==> config.mk <==
export PLATFORM = sky130hd
export DESIGN_NAME = timing_control_unit
export DESIGN_NICKNAME = d
export VERILOG_FILES = /design/src/rtl/timing_control_unit.sv
export SDC_FILE = /design/constraint.sdc
export NUM_CORES = 1
export LEC_CHECK = 0
export ABC_AREA = 1
export CAP_MARGIN = 20
export CORE_ASPECT_RATIO = 0.9
export CORE_UTILIZATION = 30
export DETAILED_ROUTE_END_ITERATION = 7
export PLACE_DENSITY = 0.67
export SLEW_MARGIN = 5
export SYNTH_ARGS = -nofsm -noshare
export SYNTH_HDL_FRONTEND = slang
export SYNTH_SLANG_ARGS = --single-unit
==> constraint.sdc <==
create_clock -name CLK -period 2.85 [get_ports CLK]
set_input_delay 0.4275 -clock CLK [delete_from_list [all_inputs] [get_ports CLK]]
set_output_delay 0.4275 -clock CLK [all_outputs]
set_load 0.02 [all_outputs]
==> src/rtl/timing_control_unit.sv <==
// timing_control_unit: basic-computer sequence counter, T/D/I/S registers and per-cycle strobes.
// Interrupt cycle (R flip-flop, RT0..RT2) is built only when INTERRUPT_EN is defined.
module timing_control_unit (
  input  logic        CLK,
  input  logic        CLR,
  input  logic        START,
  input  logic [15:0] IR,
  input  logic        DR_ZERO,
  input  logic        FGI,
  input  logic        FGO,
  input  logic        IEN,
  output logic [7:0]  T,
  output logic [7:0]  D,
  output logic        I,
  output logic        RUN,
  output logic [2:0]  BUS_SEL,
  output logic        AR_LD,
  output logic        AR_INR,
  output logic        AR_CLR,
  output logic        PC_LD,
  output logic        PC_INR,
  output logic        PC_CLR,
  output logic        DR_LD,
  output logic        DR_INR,
  output logic        AC_LD,
  output logic        IR_LD,
  output logic        TR_LD,
  output logic        MEM_WR,
  output logic        IEN_CLR,
  output logic [2:0]  ALU_OP,
  output logic        REG_EXEC,
  output logic        IO_EXEC
);
  logic [2:0] sc;
  logic       r;
  logic       sc_clr;
  logic       hlt;
  logic       unused_in;
  assign T = 8'd1 << sc;
  always_ff @(posedge CLK) begin
    if (CLR) begin
      sc  <= 3'd0;
      D   <= 8'd0;
      I   <= 1'b0;
      RUN <= 1'b0;
    end else if (!RUN) begin
      RUN <= START;
    end else begin
      sc <= sc_clr ? 3'd0 : sc + 3'd1;
      if (T[2] && !r) begin
        D <= 8'd1 << IR[14:12];
        I <= IR[15];
      end
      if (hlt) RUN <= 1'b0;
    end
  end
`ifdef INTERRUPT_EN
  always_ff @(posedge CLK) begin
    if (CLR) r <= 1'b0;
    else if (RUN && r && T[2]) r <= 1'b0;
    else if (RUN && IEN && (FGI || FGO) && !(|T[2:0])) r <= 1'b1;
  end
  assign unused_in = ^IR[11:1];
`else
  assign r = 1'b0;
  assign unused_in = ^{IR[11:1], FGI, FGO, IEN};
`endif
  always_comb begin
    BUS_SEL  = 3'd0;
    AR_LD    = 1'b0;
    AR_INR   = 1'b0;
    AR_CLR   = 1'b0;
    PC_LD    = 1'b0;
    PC_INR   = 1'b0;
    PC_CLR   = 1'b0;
    DR_LD    = 1'b0;
    DR_INR   = 1'b0;
    AC_LD    = 1'b0;
    IR_LD    = 1'b0;
    TR_LD    = 1'b0;
    MEM_WR   = 1'b0;
    IEN_CLR  = 1'b0;
    ALU_OP   = 3'd0;
    REG_EXEC = 1'b0;
    IO_EXEC  = 1'b0;
    sc_clr   = 1'b0;
    hlt      = 1'b0;
    if (RUN) begin
      if (|T[2:0]) begin
`ifdef INTERRUPT_EN
        if (r) begin
          AR_CLR  = T[0];
          TR_LD   = T[0];
          MEM_WR  = T[1];
          PC_CLR  = T[1];
          PC_INR  = T[2];
          IEN_CLR = T[2];
          sc_clr  = T[2];
          BUS_SEL = T[0] ? 3'd2 : T[1] ? 3'd6 : 3'd0;
        end else
`endif
        begin
          AR_LD   = T[0] | T[2];
          IR_LD   = T[1];
          PC_INR  = T[1];
          BUS_SEL = T[0] ? 3'd2 : T[1] ? 3'd7 : 3'd5;
        end
      end else if (T[3]) begin
        if (D[7]) begin
          sc_clr   = 1'b1;
          REG_EXEC = !I;
          IO_EXEC  = I;
          hlt      = !I && IR[0];
        end else if (I) begin
          BUS_SEL = 3'd7;
          AR_LD   = 1'b1;
        end
      end else if (T[4]) begin
        if (D[0] || D[1] || D[2] || D[6]) begin
          BUS_SEL = 3'd7;
          DR_LD   = 1'b1;
        end else if (D[3]) begin
          BUS_SEL = 3'd4;
          MEM_WR  = 1'b1;
          sc_clr  = 1'b1;
        end else if (D[4]) begin
          BUS_SEL = 3'd1;
          PC_LD   = 1'b1;
          sc_clr  = 1'b1;
        end else if (D[5]) begin
          BUS_SEL = 3'd2;
          MEM_WR  = 1'b1;
          AR_INR  = 1'b1;
        end
      end else if (T[5]) begin
        if (|D[2:0]) begin
          AC_LD  = 1'b1;
          ALU_OP = D[0] ? 3'd1 : D[1] ? 3'd2 : 3'd3;
          sc_clr = 1'b1;
        end else if (D[5]) begin
          BUS_SEL = 3'd1;
          PC_LD   = 1'b1;
          sc_clr  = 1'b1;
        end else if (D[6]) begin
          DR_INR = 1'b1;
        end
      end else if (T[6] && D[6]) begin
        BUS_SEL = 3'd3;
        MEM_WR  = 1'b1;
        PC_INR  = DR_ZERO;
        sc_clr  = 1'b1;
      end
    end
  end
endmodule

# Word-level counts from Yosys, hierarchy flattened
# Cells that the tools add are included.
# word_totals
word_cells,122
register_bits,13
output_inout_bits,39
input_bits,23
# op_classes
n_shift,2
muxes,105
addsub,1
reduce_logical,9
bitwise,1
# op_table
cell,count
1-bit 2-to-1 mux,83
3-bit 2-to-1 mux,11
2-bit 2-to-1 mux,11
1-bit by 3-bit left shift with 8-bit output (first input constant),2
3-bit OR reduction,2
3-bit by 1-bit adder with 3-bit output (second input constant),1
1-bit logical OR,3
1-bit logical AND,2
2-bit AND reduction,1
1-bit zero test,1
1-bit OR,1

# Longest topological paths before layout
# logic_depth
ltp_word,9
depth_mapped,12
depth_no_buf,12

# Least setup slack after synthesis
# No wires, ideal clock.
# synth_path
kind,register to output
start,reg sc[0]
end,out AR_LD
n_path_buf,0
setup_slack_ps,607
path_stages_with_launch,9
arrival_time_ps,1815
required_time_ps,2423
cell_sequence,dfxtp_1 > ha_1 > ha_1 > inv_2 > nor2_1 > inv_1 > nor2_1 > nor2_2 > nor3_1
# synth_between
elab_chain_cells,4
elab_cells_between_ends,6
classes_between,1 x shift; 3 x mux; 1 x bitwise; 1 x reduce/logical
# synth_rtl
element,line,rtl
"start, declared",34,logic [2:0] sc;
"start signal, assigned",49,sc <= sc_clr ? 3'd0 : sc + 3'd1;
1-bit by 3-bit left shift with 8-bit output,39,assign T = 8'd1 << sc;
via T[3],12,"output logic [7:0] T,"
1-bit 2-to-1 mux,108,end else if (T[3]) begin
1-bit 2-to-1 mux,89,if (|T[2:0]) begin
1-bit 2-to-1 mux,88,if (RUN) begin
"end, declared",17,"output logic AR_LD,"
# The timed path passes the listed nets, and every way through them passes these cells.

# Final worst setup path
# layout_path
start,reg sc[0]
end,out REG_EXEC
# layout_between
elab_chain_cells,4
elab_cells_between_ends,5
classes_between,1 x shift; 3 x mux; 1 x reduce/logical
# layout_rtl
element,line,rtl
1-bit by 3-bit left shift with 8-bit output *,39,
3-bit OR reduction or 1-bit 2-to-1 mux (tied branches),"89, 108",
1-bit 2-to-1 mux *,89,
1-bit 2-to-1 mux *,88,
"end, declared",31,"output logic REG_EXEC,"
# Every way passes the cells marked *; elsewhere a longest branch is shown, timed or not.

==> key figures <==
Critical path
  – Element type at the critical path end: output pin
  – Worst-path fanout max: 5
  – Crit Path Category: reg2out
  – Req. time, crit path: 2.42 ns
  – Worst r2r dst: sc[0]$_SDFFE_PP0P_
  – FF-to-FF Start: sc[0]$_SDFFE_PP0P_
  – R2R Setup Slk: around 1.2 ns
  – Worst Reg2Reg Path Length in Cells: 12
  – Worst setup SP type: flip-flop
  – CP Data Arrival Time: 2.25 ns

Cells and area
  – Final net count: between 200 and 250
  – Util after Layout: 0.457
  – Area grow syn2layout: 44.2%
  – Layout cells sized above 1: 0.237
  – Antenna cells: 0
  – Filler cell count: just over 400

Timing
  – Worst slew pin tran: 0.584 ns
  – Post-route setup TNS: 0 ns
  – Hold Fails Final Rpt: 0
  – Post-layout minimum cycle time: 2.68 ns
  – Period Utilization, post-route: 0.941
  – Unrepaired setup endpoints after global routing: false
  – Fmax: 373 MHz
  – Final Skew: around 0.0015 ns
  – Final setup margin: 0.168 ns
  – Min Hold Slack: 0.502 ns
  – Slew Viols, Final: 0
  – Relative slew margins: 0.609
  – Final setup fails: 0

Die
  – Rows: 21
  – I/O pins: 62
  – Initial core utilization: 0.317
  – Core footprint: 3780 sq um
  – Die X: 68.7 microns
  – Die height: 62.0 microns
  – Die ar.: between 4000 and 5000 sq um

Global routing
  – Global-route wire length before repair: approximately 5 mm
  – Initial antenna violation count: 0
  – Largest net degree at the start of global routing: 18
  – Vias in the first global route: 1,068
  – GRT Total Usage: 0.152
  – Global route overflow: 0

Place
  – Dpl hpwl: roughly 2.4 mm
  – Port bufs: 42
  – RePlAce Congestion: ~0.84
  – Dpl ws: roughly 0.30 ns

Power and ir drop
  – VDD IR max: 165 uV
  – Total power: 0.505 mW
  – Static leakage power: approximately 0.9 nW
  – P per Cell Area: 292 nW/um^2

Logic synthesis
  – Syn Area/Cell: 7.36 sq um
  – Post-Syn Area: 1200 sq um
  – Post-Syn Instances: 163
  – Yosys reg bits: 13
  – Synth unique cells: 35
  – Dominant cell type by area after synthesis: dfxtp_1
  – Number of synthesis warnings: 0
  – Synth area leaders: dfxtp_1 22%, a211oi_2 6.3%, ha_1 6.3%
  – Seq/Total Area, Yosys: 0.217
  – Top-area cell type share of the netlist area: 0.217

Clock tree
  – Clock Tree Root: clkbuf_8
  – Post-CTS sizing: 0
  – H-tree Lvls: 1
  – TritonCTS Sinks: 13
  – Num CTS Buffers: 3
  – Clock tree buffer depth: 2
  – Total setup buffers inserted after CTS: 0
  – Cts hold-fix bufs: 0
  – Clk slew on worst S/H paths: 0.05 ns
  – Clk_lat worst skew: 0.24 ns
  – CTS tree: done

Hold path
  – Hold Path Sink: D[1]$_SDFFE_PP0P_
  – Hold depth: 2
  – HP Class: reg2reg
  – Min-delay src: D[1]$_SDFFE_PP0P_

Detailed routing
  – Vias per inst: around 4.6
  – WL met2: 1.25 mm
  – Drt initial violations: 86
  – Drt total wl: ~3 mm
  – Routed wire per std cell: between 10 and 15 microns
  – Drt pass-1 iters: 4
  – DR vias: 1,174
  – Metal3 WL: 175 microns
  – Top sig layer: met4
  – Residual DRC: 0
  – Post-DRT Antenna Nets: 0
  – DRT met1 WL: 1.47 mm

Outcome
  – Status: completed

Run
  – Max Cap Violations: 0
[per-stage QoR]
stage / area, sq um / cells
after floorplan: 1210 / 167
after global placement: 1650 / 249
after detailed placement: 1650 / 249
after CTS: 1700 / 253
after global routing: 1730 / 253
final: 1730 / 253
[cells by family (layout without fill, tap and decap cells)]
group           Yosys count  count (layout)  synth area share
simple gates             70              70             0.362
buf+inv                  40              80             0.151
compound gates           33              33             0.204
flops                    13              13             0.217
fa+ha+maj                 6               6            0.0626
other cells               1               5           0.00313
[final cells by class]
type	count	area, sq um	area share
Tap cell	46	57.6	0.0333
Timing Repair Buffer	45	475	0.275
Sequential cell	13	260	0.150
Multi-Input combinational cell	114	773	0.447
Clock buffer	4	45.0	0.0260
Inverter	31	119	0.0687
[per-layer routing]
layer	vias up	GRT usage
met5	-	0
met4	0	0.0446
met3	2	0.0292
met2	35	0.227
met1	515	0.219
li1	622	-
[report_power, final]
group          internal (mW)  total [mW]  switching (mW)
logic                 0.0577       0.150          0.0927
clock network         0.0986       0.161          0.0622
registers              0.187       0.194         0.00618
total                  0.344       0.505           0.161
[Yosys cell counts]
master    instances
dfxtp_1          13
o211ai_1          2
clkinv_1          2
ha_1              6
nand3_2           2
nor3_1            4
nand3_4           1
buf_4             5
a21oi_1           8
inv_2             9
nand3_1           8
nor2_4            2
or2_1             1
nor4_2            3
buf_6             1
a211oi_2          6
o21ai_1           2
conb_1            1
nand2_2           3
a31oi_1           6
inv_1            19
a32oi_1           1
nand2_1          20
nor2_1           14
buf_2             2
nand2_4           2
nand4_1           1
nor2_8            2
clkbuf_1          1
a21oi_2           4
o21ai_2           1
nor3_2            3
o21ai_0           3
inv_4             1
nor2_2            4
[state kept, by name, summed over array words and instances (netlist names)]
signal  cells
D           8
sc          3
I           1
RUN         1
[worst max path at each step]
stage / slack, ns / cells past startpoint / from / endpoint
after floorplan: 0.61 / 8 / sc[0]$_SDFFE_PP0P_ / AR_LD
after global placement: 0.28 / 9 / sc[0]$_SDFFE_PP0P_ / AR_LD
after detailed placement: 0.30 / 9 / sc[0]$_SDFFE_PP0P_ / AR_LD
after CTS: 0.03 / 9 / sc[0]$_SDFFE_PP0P_ / AR_LD
after global routing: 0.02 / 10 / sc[0]$_SDFFE_PP0P_ / REG_EXEC
final: 0.17 / 10 / sc[0]$_SDFFE_PP0P_ / REG_EXEC
[cells in the final DEF (no fill, tap or decap), types with 4 or more instances in the layout]
master	Yosys	layout
ha_1	6	6
a21oi_2	4	4
nand2_1	20	20
nand3_1	8	8
a211oi_2	6	6
nor2_1	14	14
inv_1	19	19
clkdlybuf4s50_1	0	29
nor3_1	4	4
nor2_2	4	4
dlymetal6s2s_1	0	13
dfxtp_1	13	13
a31oi_1	6	6
inv_2	9	9
a21oi_1	8	8
conb_1	1	5
[critical path, stage by stage (launching register included)]
cell and delay [ns]:
dfxtp_1 0.40, inv_1 0.11, ha_1 0.24, inv_2 0.08, nor2_2 0.05, inv_2 0.08
nand2_4 0.06, nor2_8 0.13, inv_4 0.06, nor3_2 0.16, clkdlybuf4s50_1 0.64
Note: power is estimated with default switching activity, not from simulation.
==> RTL change 1: new RTL, same flow settings <==
The option `INTERRUPT_EN` is turned on by a define.
--- a/src/rtl/timing_control_unit.sv
+++ b/src/rtl/timing_control_unit.sv
@@ -1,4 +1,6 @@
 // timing_control_unit: basic-computer sequence counter, T/D/I/S registers and per-cycle strobes.
 // Interrupt cycle (R flip-flop, RT0..RT2) is built only when INTERRUPT_EN is defined.
+`define INTERRUPT_EN
+
 module timing_control_unit (
   input  logic        CLK,
Function: changed (a bounded check fails within 10 cycles, from zero or initial values).
==> RTL change 1 against the unedited design <==
- non-clock buffer count grew 5
- wire length rose by 15%
- sequential share of layout area rose by 0.92 points
- count of clock-buffer cells in the layout is the same
- area after synthesis fell by 1.8%
- power increased by 31%
- sequential cell count grew 1
- cell area up 2.0%
- worst setup slack worse by 0.040 ns
- critical path type unchanged
- largest power group is now combinational logic
==> RTL change 1: results (changes against the unedited design) <==
metric,value,unit,change
status,"finished, final reports clean",,
yosysSeqAreaShare,23.78,%,+2.1 points
postCtsSetupBuffers,0,,unchanged
crit_path_max_fanout,5,,unchanged
ir_drop,0.1262,mV,-23%
htree_num_levels,1,,unchanged
pre_cts_ws,0.2628,ns,-0.03340 ns
largest_reg_flops,8,,unchanged
hold_path_class,flip-flop to flip-flop,,
post_drt_wl_per_cell,12.46,µm,+8.1%
yosys_warnings,0,,unchanged
synthTopCellsByCount,"31 x nand2_1, 25 x inv_1, 17 x nor2_1",,
first_pass_iters,5,,+1
dp_hpwl,2.696,mm,+15%
nets,252,,+6.3%
gp_congestion,0.8262,,-1.2%
synth_mux_area_share,0,%,unchanged
avgSynthCellArea,6.813,µm²,-7.5%
dp_cells,264,,+6.0%
nFillCells,383,,-5.7%
ant_nets,0,,unchanged
ys_async_sr_fraction,0,%,unchanged
synth_compound_area_share,21.66,%,+1.2 points
grt_pass1_wl,5.126,mm,+5.5%
grt_start_max_net_pins,17,,-1
synth_xor_area_share,0,%,unchanged
reg2reg_depth,11,,-1
routed_wl,3.340,mm,+15%
cts_made_buffers,3,,unchanged
clk_latency,0.25,ns,
grt_pass1_vias,1121,,+5.0%
cts_buffer_depth,2,,unchanged
drtIter0Drc,67,,-22%
num_vias,1302,,+11%
arrival,2.29,ns,+0.04 ns
top_regs,"D: 8 flops, sc: 3 flops",,
synthTopCellsByArea,"dfxtp_1 24%, nand2_1 9.9%, inv_1 8.0%, a211oi_2 7.4%, ha_1 6.4%",,
holdPathStages,2,,unchanged
numPortBuffers,49,,+17%
synth_cell_types,30,,-14%
synth-adder-area-share,6.369,%,+0.11 points
grt_usage,16.36,%,+1.2 points
worstMarginPinSlew,0.7068,ns,+0.1224 ns
dpl-instance-area,1697,µm²,+2.6%
finClkSkew,0.002030,ns,+0.0005416 ns
antenna_cells,0,,unchanged
synthFlopType,dfxtp_1,,
leakagePower,0.7636,nW,-14%
drive_above_1_share,17.12,%,-6.6 points
==> RTL change 1: final timing paths <==
path                 startpoint            endpoint  slack [ns]
min reg2reg   D[0]$_SDFFE_PP0P_   D[0]$_SDFFE_PP0P_        0.51
max          sc[1]$_SDFFE_PP0P_          BUS_SEL[2]        0.13
max reg2reg  sc[0]$_SDFFE_PP0P_  sc[2]$_SDFFE_PP0P_        1.17
min           D[0]$_SDFFE_PP0P_   D[0]$_SDFFE_PP0P_        0.51
==> RTL change 1: layout make-up <==
cell class | count | area (µm²) | share of cell area [%]
multi-input cells | 122 | 745.7 | 42.27
clock buffers | 4 | 55.05 | 3.121
inverters | 32 | 122.6 | 6.950
flip-flops and latches | 14 | 281.5 | 15.96
well taps | 46 | 57.56 | 3.262
repair buffers | 50 | 501.7 | 28.44
==> RTL change 1: cell families (layout without fill, tap and decap cells) <==
family / Yosys count / count (layout)
buf+inv: 37 / 86
simple gates: 79 / 79
compound gates: 36 / 36
flops: 14 / 14
fa+ha+maj: 6 / 6
other cells: 1 / 1
==> RTL change 1: routing by layer <==
layer	part of all wire (%)	GRT usage, %	up-vias
met5	0	0	-
met3	6.0	2.407	4
met1	49	23.34	576
met4	1.0	4.464	0
li1	-	-	669
met2	44	25.49	53
==> RTL change 1: report_power, final <==
part / total [mW] / internal (mW) / switching (mW)
clock: 0.200 / 0.122 / 0.0777
combinational: 0.242 / 0.0989 / 0.143
sequential: 0.219 / 0.206 / 0.0137
==> RTL change 1: critical path, cell delays in order (launching register included) <==
cell and delay [ns]:
dfxtp_1 0.38, ha_1 0.19, ha_2 0.26, inv_1 0.07, nor2_1 0.13, nand2_1 0.07
nand2_1 0.10, inv_1 0.07, nand2_1 0.07, nand3_1 0.06, inv_1 0.06, clkdlybuf4s50_1 0.59
==> RTL change 1: repair_timing <==
action | in CTS | in global routing
setup endpoints to repair | 1 | 10
hold endpoints to repair | 0 | 0
gates resized for setup | 1 | 6
gates cloned | 0 | 0
pin swaps | 0 | 0
==> RTL change 2: new RTL, same settings <==
Made on the original files. Register the output `ALU_OP`, without a reset; this adds one clock of latency there. The other outputs are not delayed to match.
--- a/src/rtl/timing_control_unit.sv
+++ b/src/rtl/timing_control_unit.sv
@@ -32,4 +32,6 @@
   output logic        IO_EXEC
 );
+
+  logic [2:0] ALU_OP_d;
   logic [2:0] sc;
   logic       r;
@@ -81,5 +83,5 @@
     MEM_WR   = 1'b0;
     IEN_CLR  = 1'b0;
-    ALU_OP   = 3'd0;
+    ALU_OP_d = 3'd0;
     REG_EXEC = 1'b0;
     IO_EXEC  = 1'b0;
@@ -136,5 +138,5 @@
         if (|D[2:0]) begin
           AC_LD  = 1'b1;
-          ALU_OP = D[0] ? 3'd1 : D[1] ? 3'd2 : 3'd3;
+          ALU_OP_d = D[0] ? 3'd1 : D[1] ? 3'd2 : 3'd3;
           sc_clr = 1'b1;
         end else if (D[5]) begin
@@ -153,4 +155,8 @@
     end
   end
+  always_ff @(posedge CLK) begin
+    ALU_OP <= ALU_OP_d;
+  end
+
 endmodule
 
Function: changed (Yosys sat finds a counterexample within 10 cycles, from zero or initial values).
==> RTL change 2 against the unedited design <==
- wire length decreased by 2.9%
- cell area decreased by 2.9%
- critical path depth stayed put
- clock power up 12%
- power grew 8.6%
- sequential cell count up 2
- first-iteration DRC count down 48%
- worst setup slack got worse by 0.019 ns
- hold slack better by 0.0031 ns
- sequential power grew 14%
- register-to-register slack improved by 0.02 ns
- area after synthesis decreased by 2.8%
- global-route usage increased by 0.075 points
==> RTL change 2: results (changes against the unedited design) <==
metric,value,unit,change
synthTopCellsByCount,"22 x inv_1, 20 x nand2_1, 17 x nor2_1",,
dpl-instance-area,1615,µm²,-2.3%
post_drt_wl_per_cell,11.28,µm,-2.1%
final_cells,251,,-0.79%
synthTopCellsByArea,"dfxtp_1 26%, inv_1 7.1%, ha_1 6.4%, nand2_1 6.4%, a211oi_1 5.8%",,
grtUsageMet2,22.21,%,-0.48 points
yosysSeqAreaShare,25.75,%,+4.1 points
grtUsageMet3,2.593,%,-0.33 points
yosys.cell_count.top_type,inv_1,,
nets,235,,-0.84%
drtIter0Drc,45,,-48%
finClkSkew,0.003730,ns,+0.002242 ns
pre_cts_ws,0.3283,ns,+0.03208 ns
leakagePower,0.8013,nW,-9.5%
status,"finished, final reports clean",,
grt_usage,15.24,%,+0.075 points
wl_met2,1.200,mm,-3.8%
hold_slack,0.5052,ns,+0.003092 ns
r2r-end,sc[1]$_SDFFE_PP0P_,,
synth_cell_types,32,,-8.6%
num_vias,1155,,-1.6%
holdPathStages,1,,-1
nFillCells,382,,-5.9%
endpoint,MEM_WR,,
power.switching,0.1756,mW,+9.1%
min_to,ALU_OP[1]$_SDFF_PP0_,,
grt_pass1_wl,4.650,mm,-4.3%
top_regs,"D: 8 flops, sc: 3 flops, ALU_OP: 2 flops",,
clk_latency,0.26,ns,+0.02 ns
met1_length,1.471,mm,-0.14%
fin_crit,2.701,ns,+0.01870 ns
==> RTL change 2: cell count changes after synthesis, moves of 3 or more <==
cell | before | now
a211oi_2 | 6 | 0
nor3_2 | 3 | 0
a31oi_1 | 6 | 9
inv_2 | 9 | 5
a21oi_2 | 4 | 0
a211oi_1 | 0 | 9
nor2_1 | 14 | 17
inv_1 | 19 | 22
nand2_4 | 2 | 5
==> RTL change 2: repair_timing <==
action,in CTS,in global routing
gates resized for setup,0,8
endpoints found under the hold margin,0,0
endpoints found under the setup margin,0,8
==> RTL change 2: area by class of cell <==
cell class | count | area [µm²] | area share, %
Sequential cell | 15 | 300.3 | 17.87
Clock buffer | 4 | 45.04 | 2.681
Tap cell | 46 | 57.56 | 3.425
Timing Repair Buffer | 46 | 467.9 | 27.85
Inverter | 28 | 107.6 | 6.404
Multi-Input combinational cell | 112 | 701.9 | 41.77
==> RTL change 2: worst max-delay path, stage by stage, from the launching register on <==
cell,delay (ns)
dfxtp_1,0.40
inv_1,0.08
ha_1,0.27
inv_2,0.09
nor2_4,0.04
inv_2,0.07
nand2_4,0.07
nor2_8,0.11
nand3_2,0.12
nor2_1,0.15
clkdlybuf4s50_1,0.61
==> RTL change 2: kinds of logic (layout without fill, tap and decap cells) <==
logic type | count (synthesis) | count (layout) | synth area share [%]
compound gates | 34 | 34 | 18.13
fa+ha+maj | 6 | 6 | 6.438
buf+inv | 38 | 78 | 15.56
flops | 15 | 15 | 25.75
other cells | 1 | 5 | 0.3216
simple gates | 67 | 67 | 33.80
==> RTL change 2: power by group through the flow <==
stage	clock, mW	combinational, mW	sequential (mW)
global placement	0	0.145	0.226
floorplan	0	0.0949	0.229
finish	0.181	0.145	0.221
CTS	0.182	0.147	0.221
global route	0.194	0.161	0.222
detailed placement	0	0.146	0.226
